[src/rtl/tl45_pkg.sv]
// Shared definitions for the TL45 load-use hazard controller slice.
package tl45_pkg;

   localparam int NREGS      = 16;
   localparam int REG_W      = $clog2(NREGS);
   localparam int PEND_W     = 2;
   localparam int STAT_W_DEF = 32;

   typedef logic [REG_W-1:0]  reg_idx_t;
   typedef logic [PEND_W-1:0] pend_cnt_t;

   // Largest number of long-latency writes one register may have in flight.
   localparam pend_cnt_t PEND_MAX = '1;

   // Opcode RR loads into its output buffer for a bubble (same as its flush NOP).
   localparam logic [4:0] OPC_NOP = 5'd0;

endpackage

[src/rtl/tl45_load_hazard_ctrl_if.sv]
// Decode/EX/WB side signals of the load-use hazard controller.
// Handshake: decode holds i_issue_* stable while o_stall is high; an issue is
// taken on a rising edge where i_issue_valid=1, o_stall=0 and i_pipe_flush=0.
interface tl45_load_hazard_ctrl_if
   import tl45_pkg::*;
#(
   parameter int STAT_W = STAT_W_DEF
) ();

   logic              i_issue_valid;
   logic              i_issue_long;
   logic              i_issue_ri;
   reg_idx_t          i_issue_dr;
   reg_idx_t          i_issue_sr1;
   reg_idx_t          i_issue_sr2;
   logic              i_pipe_stall;
   logic              i_pipe_flush;
   logic              i_wb_valid;
   reg_idx_t          i_wb_reg;
   logic              o_stall;
   logic              o_bubble;
   logic [NREGS-1:0]  o_pending;
   logic [STAT_W-1:0] o_stall_count;

   modport master (
      output i_issue_valid, i_issue_long, i_issue_ri, i_issue_dr, i_issue_sr1, i_issue_sr2,
      output i_pipe_stall, i_pipe_flush, i_wb_valid, i_wb_reg,
      input  o_stall, o_bubble, o_pending, o_stall_count
   );

   modport slave (
      input  i_issue_valid, i_issue_long, i_issue_ri, i_issue_dr, i_issue_sr1, i_issue_sr2,
      input  i_pipe_stall, i_pipe_flush, i_wb_valid, i_wb_reg,
      output o_stall, o_bubble, o_pending, o_stall_count
   );

endinterface

[src/rtl/tl45_pend_counter.sv]
// In-flight long-latency write counter for one architectural register.
// Simultaneous inc and dec cancel; dec on zero is ignored so stale
// writebacks cannot underflow. nonzero is registered from the next count.
module tl45_pend_counter
   import tl45_pkg::*;
(
   input  logic      i_clk,
   input  logic      i_reset_n,
   input  logic      inc,
   input  logic      dec,
   output pend_cnt_t cnt,
   output logic      nonzero
);

   pend_cnt_t cnt_nxt;

   // Net next count from this cycle's issue and writeback events.
   always_comb begin
      cnt_nxt = cnt;
      if (inc && !dec) begin
         cnt_nxt = cnt + PEND_W'(1);
      end else if (dec && !inc && (cnt != '0)) begin
         cnt_nxt = cnt - PEND_W'(1);
      end
   end

   // Count and its nonzero flag; reset drops every outstanding write.
   always_ff @(posedge i_clk or negedge i_reset_n) begin
      if (!i_reset_n) begin
         cnt     <= '0;
         nonzero <= 1'b0;
      end else begin
         cnt     <= cnt_nxt;
         nonzero <= (cnt_nxt != '0);
      end
   end

endmodule

[src/rtl/tl45_load_hazard_ctrl.sv]
// Load-use hazard controller beside the RR stage: tracks in-flight loads per
// register and stalls/bubbles RR when a source depends on one of them, or
// when a new load would overflow its destination's counter.
module tl45_load_hazard_ctrl
   import tl45_pkg::*;
#(
   parameter int STAT_W = STAT_W_DEF
) (
   input  logic                   i_clk,
   input  logic                   i_reset_n,
   tl45_load_hazard_ctrl_if.slave bus
);

   logic [NREGS-1:0][PEND_W-1:0] cnt;
   logic [NREGS-1:0]             nonzero;
   logic [NREGS-1:0]             pend;
   logic                         raw;
   logic                         sat;
   logic                         hazard;
   logic                         stall;
   logic                         accept;
   logic                         wb_to_dr;
   logic [STAT_W-1:0]            stall_count_q;

   // r0 is hardwired zero and never has a write in flight.
   assign cnt[0]     = '0;
   assign nonzero[0] = 1'b0;

   // Pending view with same-cycle writeback bypass of the last outstanding write.
   always_comb begin
      pend = '0;
      for (int r = 1; r < NREGS; r++) begin
         pend[r] = (cnt[r] != '0) &&
                   !(bus.i_wb_valid && (bus.i_wb_reg == REG_W'(r)) && (cnt[r] == PEND_W'(1)));
      end
   end

   assign raw = bus.i_issue_valid &&
                (((bus.i_issue_sr1 != '0) && pend[bus.i_issue_sr1]) ||
                 (!bus.i_issue_ri && (bus.i_issue_sr2 != '0) && pend[bus.i_issue_sr2]));

   // A writeback to dr in the same cycle frees a slot, so a full counter is fine then.
   assign wb_to_dr = bus.i_wb_valid && (bus.i_wb_reg == bus.i_issue_dr);
   assign sat      = bus.i_issue_valid && bus.i_issue_long && (bus.i_issue_dr != '0) &&
                     (cnt[bus.i_issue_dr] == PEND_MAX) && !wb_to_dr;

   assign hazard = raw || sat;
   assign stall  = bus.i_pipe_stall || hazard;
   assign accept = bus.i_issue_valid && !stall && !bus.i_pipe_flush;

   assign bus.o_stall       = stall;
   assign bus.o_bubble      = hazard && !bus.i_pipe_stall && !bus.i_pipe_flush;
   assign bus.o_pending     = nonzero;
   assign bus.o_stall_count = stall_count_q;

   for (genvar r = 1; r < NREGS; r++) begin : g_reg
      logic inc_r;
      logic dec_r;

      assign inc_r = accept && bus.i_issue_long && (bus.i_issue_dr == REG_W'(r));
      assign dec_r = bus.i_wb_valid && (bus.i_wb_reg == REG_W'(r)) && (cnt[r] != '0);

      tl45_pend_counter u_cnt (
         .i_clk     (i_clk),
         .i_reset_n (i_reset_n),
         .inc       (inc_r),
         .dec       (dec_r),
         .cnt       (cnt[r]),
         .nonzero   (nonzero[r])
      );
   end

   // Hazard-stall cycle statistics; flushed cycles are not counted, wraps freely.
   always_ff @(posedge i_clk or negedge i_reset_n) begin
      if (!i_reset_n) begin
         stall_count_q <= '0;
      end else if (hazard && !bus.i_pipe_flush) begin
         stall_count_q <= stall_count_q + STAT_W'(1);
      end
   end

endmodule
[src/flat_wrapper.sv]
// flat-port wrapper written by rule: the top's interface ports become plain ports
module tl45_load_hazard_ctrl_flat import tl45_pkg::*;
#(
   parameter int STAT_W = STAT_W_DEF
)
  (i_clk, i_reset_n, bus_i_issue_valid, bus_i_issue_long, bus_i_issue_ri, bus_i_issue_dr, bus_i_issue_sr1, bus_i_issue_sr2, bus_i_pipe_stall, bus_i_pipe_flush, bus_i_wb_valid, bus_i_wb_reg, bus_o_stall, bus_o_bubble, bus_o_pending, bus_o_stall_count);
  tl45_load_hazard_ctrl_if #(.STAT_W(STAT_W)) bus_i ();
  input  logic i_clk;
  input  logic i_reset_n;
  input wire logic [$bits(bus_i.i_issue_valid)-1:0] bus_i_issue_valid;
  input wire logic [$bits(bus_i.i_issue_long)-1:0] bus_i_issue_long;
  input wire logic [$bits(bus_i.i_issue_ri)-1:0] bus_i_issue_ri;
  input wire logic [$bits(bus_i.i_issue_dr)-1:0] bus_i_issue_dr;
  input wire logic [$bits(bus_i.i_issue_sr1)-1:0] bus_i_issue_sr1;
  input wire logic [$bits(bus_i.i_issue_sr2)-1:0] bus_i_issue_sr2;
  input wire logic [$bits(bus_i.i_pipe_stall)-1:0] bus_i_pipe_stall;
  input wire logic [$bits(bus_i.i_pipe_flush)-1:0] bus_i_pipe_flush;
  input wire logic [$bits(bus_i.i_wb_valid)-1:0] bus_i_wb_valid;
  input wire logic [$bits(bus_i.i_wb_reg)-1:0] bus_i_wb_reg;
  output wire logic [$bits(bus_i.o_stall)-1:0] bus_o_stall;
  output wire logic [$bits(bus_i.o_bubble)-1:0] bus_o_bubble;
  output wire logic [$bits(bus_i.o_pending)-1:0] bus_o_pending;
  output wire logic [$bits(bus_i.o_stall_count)-1:0] bus_o_stall_count;
  assign bus_i.i_issue_valid = bus_i_issue_valid;
  assign bus_i.i_issue_long = bus_i_issue_long;
  assign bus_i.i_issue_ri = bus_i_issue_ri;
  assign bus_i.i_issue_dr = bus_i_issue_dr;
  assign bus_i.i_issue_sr1 = bus_i_issue_sr1;
  assign bus_i.i_issue_sr2 = bus_i_issue_sr2;
  assign bus_i.i_pipe_stall = bus_i_pipe_stall;
  assign bus_i.i_pipe_flush = bus_i_pipe_flush;
  assign bus_i.i_wb_valid = bus_i_wb_valid;
  assign bus_i.i_wb_reg = bus_i_wb_reg;
  assign bus_o_stall = bus_i.o_stall;
  assign bus_o_bubble = bus_i.o_bubble;
  assign bus_o_pending = bus_i.o_pending;
  assign bus_o_stall_count = bus_i.o_stall_count;
  tl45_load_hazard_ctrl #(.STAT_W(STAT_W)) u_core (.i_clk(i_clk), .i_reset_n(i_reset_n), .bus(bus_i));
endmodule
[config.mk]
export PLATFORM = sky130hd
export DESIGN_NAME = tl45_load_hazard_ctrl_flat
export DESIGN_NICKNAME = d
export VERILOG_FILES = /design/src/rtl/tl45_pkg.sv /design/src/rtl/tl45_load_hazard_ctrl_if.sv /design/src/rtl/tl45_pend_counter.sv /design/src/rtl/tl45_load_hazard_ctrl.sv /design/src/flat_wrapper.sv
export SDC_FILE = /design/constraint.sdc
export NUM_CORES = 1
export LEC_CHECK = 0
export CELL_PAD_IN_SITES_DETAIL_PLACEMENT = 0
export CELL_PAD_IN_SITES_GLOBAL_PLACEMENT = 1
export CORE_MARGIN = 5
export CORE_UTILIZATION = 46
export DETAILED_ROUTE_END_ITERATION = 10
export HOLD_SLACK_MARGIN = 0.03
export PLACE_DENSITY_LB_ADDON = 0.1
export REMOVE_ABC_BUFFERS = 1
export SYNTH_ARGS = -nofsm -noshare
export SYNTH_HDL_FRONTEND = slang
export SYNTH_SLANG_ARGS = --single-unit
[constraint.sdc]
create_clock -name i_clk -period 5.13 [get_ports i_clk]
set_input_delay 1.026 -clock i_clk [delete_from_list [all_inputs] [get_ports i_clk]]
set_output_delay 1.026 -clock i_clk [all_outputs]
set_load 0.01 [all_outputs]
==> flow_metrics.tcl, run 1 <==
set metrics [dict create \
    nets 737 \
    grt_pass1_vias 4750 \
    total_power_mw 2.91 \
    path_clk_slew_ns 0.06 \
    cts_resized 0 \
    hpwlAfterDp_um 11600 \
    rsz0062_at_grt "no" \
    sw_frac_of_total_pct 38.8 \
    synthXorXnorAreaFrac_pct 8.04 \
    ys_types 67 \
    worst_slack_ns 0.155 \
    grt_overflow 0 \
    n_antenna_cell 0 \
    cts_buffers 9 \
    fp.dieArea_sq_um 14500 \
    firstDrtPassIters 5 \
    finalClockSkew_ns 0.00802 \
    io_pins 74 \
    yosys.area_share.simple_pct 27.3 \
    grt_pass1_wl_um 25000 \
    yosysMostFrequentCell "dfrtp_1" \
    yosys_warnings 0 \
    rows 40 \
    fin_cells 834 \
    leakagePower_nw 2.81 \
    synth_cells 632 \
    yosysTopAreaCellShare_pct 34.3 \
    start_util_pct 46.8 \
    vdd_ir_drop_max_uv 258 \
    postCtsSetupRepairBufs 0 \
    crit_path_end_kind "output port" \
    path_max_fanout 13 \
    whs_path_depth 1 \
    use_met2_pct 34.5 \
    drive_gt1_share_pct 7.13 \
    synth-compound-area-share_pct 14.9 \
    cts_max_path_buffers 2 \
    path_class "input pin to output port" \
    synth.area.top_cells "dfrtp_1 (34%), ha_1 (6.9%), xor2_1 (5.0%)" \
    r2r_cells 9 \
    cts_tree "done" \
    critPathArrivalTime_ns 3.95 \
    met1_usage_pct 28.3 \
    use_met3_pct 4.82 \
    antenna_found_initial 0 \
    htree_levels 3 \
    utilization_pct 55.2 \
    switching_power_mw 1.13 \
    syn2layout_area_growth_pct 18.1 \
    wirelength_um 15500 \
    max_slew_margin_pct 33.1 \
    gp_congestion 1.02 \
    setup_viol 0 \
    dp_cells 818 \
    period_minus_slack_ns 4.97 \
    holdWs_ns 0.485 \
    syn_avg_cell_area_sq_um 8.89 \
    io_buffer_count 72 \
    track_usage_pct 21.8 \
    clk_latency_ns 0.35 \
    vias_per_cell 5.94 \
    slew_violations 0 \
    holdBufCountCts 0 \
    postPlaceCellArea_sq_um 6330 \
    synth_top_area_cell "dfrtp_1" \
    cts_sinks 77 \
    chipHeight_um 121 \
    hold_viol 0 \
    synth_area_sq_um 5620 \
    synthFlopType "dfrtp_1" \
    clockPowerShare_pct 23.0 \
    die-width_um 121 \
    fin_crit_sh_pct 97.0 \
    p_per_area_nw_per_um2 438 \
    drtIter0Drc 333 \
    crit_path_start_kind "input pin" \
    outcome "finished, final reports clean" \
    post_drt_wl_per_cell_um 18.6 \
    yosysSeqAreaShare_pct 34.3 \
    worst-slew-pin-transition_ns 1.00 \
    route.detailed.drc 0 \
    synthMuxAreaShare_pct 1.51 \
    final_area_sq_um 6640 \
    grt-busiest-layer "met2" \
    fmaxAchievable_ghz 0.201 \
    hold_class "register to register" \
    core_area_sq_um 12000 \
    worstPathRequired_ns 4.10 \
    synth_edf_count 0 \
    antenna_left 0 \
    setup_tns_ns 0 \
    p_comb_share_pct 44.3 \
    pwr-share-seq_pct 32.7 \
    ys_seq_elements 77 \
    drv_cap 0 \
    async_flop_share_pct 100 \
    preCtsSetupSlack_ns 0.126 \
    yosys-top-cells-count "dfrtp_1 (77), nand2_1 (56), nor2_1 (45)" \
    cts-root-buf "clkbuf_16" \
    routed-via-count 4953 \
    synth_top_family_by_area "simple AND/OR/NAND/NOR gates" \
    grt_max_degree 78 \
    p_int_mw 1.78 \
    synth_fa_ha_area_share_pct 6.90 \
]
[power groups by stage]
stage	logic, mW	registers (mW)	clock network (mW)
after floorplan	0.782	0.960	0
after global routing	1.43	0.977	0.706
final	1.29	0.949	0.668
after global placement	1.28	0.955	0
after CTS	1.29	0.949	0.677
after detailed placement	1.28	0.957	0
[cells by family after synthesis]
kind of cell    after synthesis
mux                           8
fa+ha+maj                    31
other cells                   1
compound gates              109
xor+xnor                     50
simple gates                279
buf+inv                      77
flops                        77
[layout make-up]
type,count,area [sq um]
inverters,37,139
clock inverters,4,55.1
repair buffers,79,783
fillers,1112,5380
flip-flops and latches,77,1930
well taps,147,184
clock buffers,12,246
multi-input cells,478,3300
[per-layer routing]
metal,part of all wire (%),wire (um)
met1,45,7000
met2,46,7060
met3,5.5,856
met4,3.6,556
met5,0,0
[final timing paths]
kind	endpoint	slack, ns	startpoint
setup / recovery	bus_o_bubble	0.16	bus_i_issue_dr[3]
hold / removal	u_core.bus.o_stall_count[23]	0.49	u_core.bus.o_stall_count[23]
setup reg to reg	u_core.g_reg[12].u_cnt.nonzero	1.87	u_core.g_reg[11].u_cnt.cnt[0]
hold reg to reg	u_core.bus.o_stall_count[23]	0.49	u_core.bus.o_stall_count[23]
max in group asynchronous	u_core.g_reg[6].u_cnt.cnt[1]	3.64	i_reset_n
min in group asynchronous	u_core.bus.o_stall_count[4]	0.82	i_reset_n
[critical path: stages]
cell and delay, ns:
clkdlybuf4s50_1 0.69, o31ai_1 0.49, a211oi_1 0.13, or3_1 0.40, or2_2 0.33, a21boi_2 0.18
nor3_1 0.14, clkdlybuf4s50_1 0.57
[state kept, by name, indices dropped and copies added, names as in the netlist]
| register | cells |
|---|---|
| u_core.g.u_cnt.cnt | 30 |
| u_core.bus.o_stall_count | 32 |
| u_core.g.u_cnt.nonzero | 15 |
[cells in the final DEF, fill, tap and decap left out, drive strengths merged, types with 5 or more instances in the layout]
cell	Yosys	layout
nand3	24	24
a31o	8	8
xnor2	17	17
nand2b	16	16
and3b	5	5
inv	37	39
nor4	28	28
nor2b	12	12
o32ai	5	5
nand4	10	10
a21boi	10	10
clkbuf	5	12
nor3	25	25
o211ai	7	7
nand3b	7	7
nor3b	10	10
a311oi	5	5
a31oi	15	15
and3	7	7
buf	35	8
xor2	32	32
o22ai	6	6
o31ai	12	12
a211oi	5	5
or3	11	11
ha	31	31
nor2	45	45
nand2	57	57
o21ai	6	6
a21oi	5	5
dfrtp	77	77
and2	7	7
clkdlybuf4s50	0	71
(Power assumes the default switching activity.)
==> inputs of run 2 (changes only) <==
CORE_UTILIZATION = 47   (was 46)
SYNTH_HIERARCHICAL = 1   (was unset)
==> run 2 against run 1 <==
Flip-flop and latch count is the same. Die area increased by 5.3%. Setup slack worse by 0.039 ns. Via count up 5.0%. Power down 21%. Clock power increased by 6.4%. Fmax decreased by 0.79%. Largest cell class unchanged. Global-route usage decreased by 0.53 points. First-iteration DRC count shrank 2.4%.
==> flow_metrics.tcl, run 2 <==
set metrics [dict create \
    outcome "finished, final reports clean" \
    start_util_pct 48.0 \
    layout_commonest_cell "dfrtp_1" \
    async_flop_share_pct 100 \
    holdBufCountCts 0 \
    hold_viol 0 \
    post_drt_wl_per_cell_um 17.4 \
    ys_types 67 \
    crit_path_max_incr_delay_ns 0.56 \
    r2r_cells 11 \
    io_buffer_count 72 \
    rows 41 \
    path_clk_slew_ns 0.06 \
    antenna_left 0 \
    vdd_ir_drop_max_uv 139 \
    drv_cap 0 \
    fp.dieArea_sq_um 15300 \
    dp_cells 899 \
    routed-via-count 5199 \
    final_cell_mix "dfrtp_1 (77), clkdlybuf4s50_1 (71), nor2_1 (59)" \
    path_cells "clkdlybuf4s50_1 > or3b_1 > o311ai_0 > a21oi_1 > a211oi_1 > a311oi_1 > o31ai_4 > nor2_1 > clkdlybuf4s50_1" \
    core_area_sq_um 12700 \
    hpwlAfterDp_um 11800 \
    r2r-end "u_core/g_reg[5].u_cnt/cnt[1]" \
    htree_levels 3 \
    grt_pass1_vias 5141 \
    crit_path_start_kind "input pin" \
    grt_max_degree 78 \
    hold_class "register to register" \
    cp_top_family "compound AO/OA/AOI/OAI gates" \
    setup_viol 0 \
    p_per_area_nw_per_um2 310 \
    die-width_um 124 \
    min_from "u_core/bus.o_stall_count[31]" \
    crit_path_end_kind "output port" \
    yosysSeqAreaShare_pct 31.7 \
    cts_resized 0 \
    synth_edf_count 0 \
    synthFlopType "dfrtp_1" \
    yosysTopAreaCellShare_pct 31.7 \
    yosys_warnings 6 \
    vias_per_cell 5.68 \
    cpMostUsedCell "clkdlybuf4s50_1" \
    track_usage_pct 21.2 \
    grt_pass1_wl_um 25700 \
    worstPathRequired_ns 4.10 \
    fmaxAchievable_ghz 0.199 \
    fin_cells 915 \
    synth_top_area_cell "dfrtp_1" \
    n_antenna_cell 0 \
    grt-busiest-layer "met2" \
    min_to "u_core/bus.o_stall_count[31]" \
    postCtsSetupRepairBufs 0 \
    cts_tree "done" \
    io_pins 74 \
    synth_cells 646 \
    chipHeight_um 124 \
    layout.area.seq_sq_um 1930 \
    period_minus_slack_ns 5.01 \
    worst-path-buf-inv 2 \
    drive_gt1_share_pct 18.8 \
    nets 778 \
    cts_buffers 9 \
    fillers 1158 \
    r2r-start "u_core/g_reg[9].u_cnt/cnt[1]" \
    multi_input_area_sq_um 3850 \
    critPathArrivalTime_ns 3.99 \
    drtIter0Drc 325 \
    use_met3_pct 3.27 \
    firstDrtPassIters 5 \
    largest_register_ffs 32 \
    slowest_stage "or3b_1" \
    cts-root-buf "clkbuf_16" \
    wirelength_um 15900 \
    synth.area.top_cells "dfrtp_1 (32%), mux2i_1 (7.6%), o21ai_2 (4.5%)" \
    yosys-top-cells-count "dfrtp_1 (77), nor2_1 (59), inv_1 (46), mux2i_1 (46), nand2_1 (45)" \
    cts_sinks 77 \
    max_slew_margin_pct 24.7 \
    use_met2_pct 34.8 \
    synth_area_sq_um 6080 \
    syn_avg_cell_area_sq_um 9.41 \
    antenna_found_initial 0 \
    setup_tns_ns 0 \
    whs_path_depth 1 \
    r2r_setup_slack_ns 1.39 \
    route.detailed.drc 0 \
    syn2layout_area_growth_pct 22.5 \
    leakagePower_nw 2.98 \
    grt_overflow 0 \
    path_class "input pin to output port" \
    worst-slew-pin-transition_ns 1.12 \
    gp_congestion 0.975 \
    slew_violations 0 \
    fin_crit_sh_pct 97.7 \
    path_max_fanout 7 \
    finalClockSkew_ns 0.00798 \
    rsz0062_at_grt "no" \
    ys_seq_elements 77 \
    cts_max_path_buffers 2 \
    clk_latency_ns 0.35 \
    yosysMostFrequentCell "dfrtp_1" \
    met1_usage_pct 28.6 \
]
run 2: changes by cell type in the layout (fill, tap and decap cells not counted), sizes merged, moves of 10 or more:
cell	change
o21ai	+38
nor2	+30
nand4bb	+15
o311ai	+18
a21o	+15
nand2	-11
nor2b	-11
ha	-15
a21boi	-10
mux2i	+42
a31oi	-12
buf	+24
run 2: worst reg2reg max path: cells and delay by family (launching register included):
family	cells	cell delay (ns)
simple gates	5	1.78
flops	1	0.50
compound gates	5	1.11
mux	1	0.25
run 2: cell type report:
type	instances	share of cell area, %
Clock buffer	11	3.26
Clock inverter	5	1.11
Inverter	46	2.32
Multi-Input combinational cell	501	51.8
Sequential cell	77	25.9
Tap cell	172	2.89
Timing Repair Buffer	103	12.8
run 2: logic make-up (layout without fill, tap and decap cells):
logic type	count (synthesis)	after routing	synth area share [%]
compound gates	120	120	17.9
xor+xnor	50	50	7.21
fa+ha+maj	16	16	3.29
buf+inv	68	165	4.90
flops	77	77	31.7
mux	50	50	8.69
other cells	1	1	0.0617
simple gates	264	264	26.3
run 2: report_power, final:
group	switching [mW]	internal (mW)	total, mW
Clock	0.270	0.442	0.711
Sequential	0.138	0.702	0.840
Combinational	0.382	0.372	0.755
Total	0.790	1.52	2.31
run 2: worst max-delay path by stage:
stage / from / to / slack, ns / cells past startpoint
2_1_floorplan: bus_i_wb_reg[1] / bus_o_bubble / 0.67 / 7
3_5_place_dp: bus_i_wb_reg[0] / bus_o_bubble / 0.20 / 9
3_3_place_gp: bus_i_issue_sr2[1] / bus_o_stall / 0.28 / 9
5_1_grt: bus_i_wb_valid / bus_o_bubble / 0.03 / 9
6_report: bus_i_wb_reg[3] / bus_o_bubble / 0.12 / 9
4_1_cts: bus_i_wb_valid / bus_o_bubble / 0.18 / 9
run 2: stage by stage:
stage	hold WS, ns	instance area [sq um]	power, mW	util, %	worst slack (ns)
final	0.468	7440	2.31	58.7	0.116
after global routing	0.509	7440	2.44	58.7	0.0256
after CTS	0.473	7440	2.33	58.7	0.178
after detailed placement	0.462	7120	1.61	56.2	0.203
after global placement	0.455	7120	1.58	56.2	0.275
after floorplan	0.504	5950	1.29	-	0.668
run 2: metal layers:
layer | wire length, um | vias up
li1 | - | 2538
met1 | 7530 | 2507
met2 | 7340 | 134
met3 | 724 | 20
met4 | 288 | 0
met5 | 0 | -
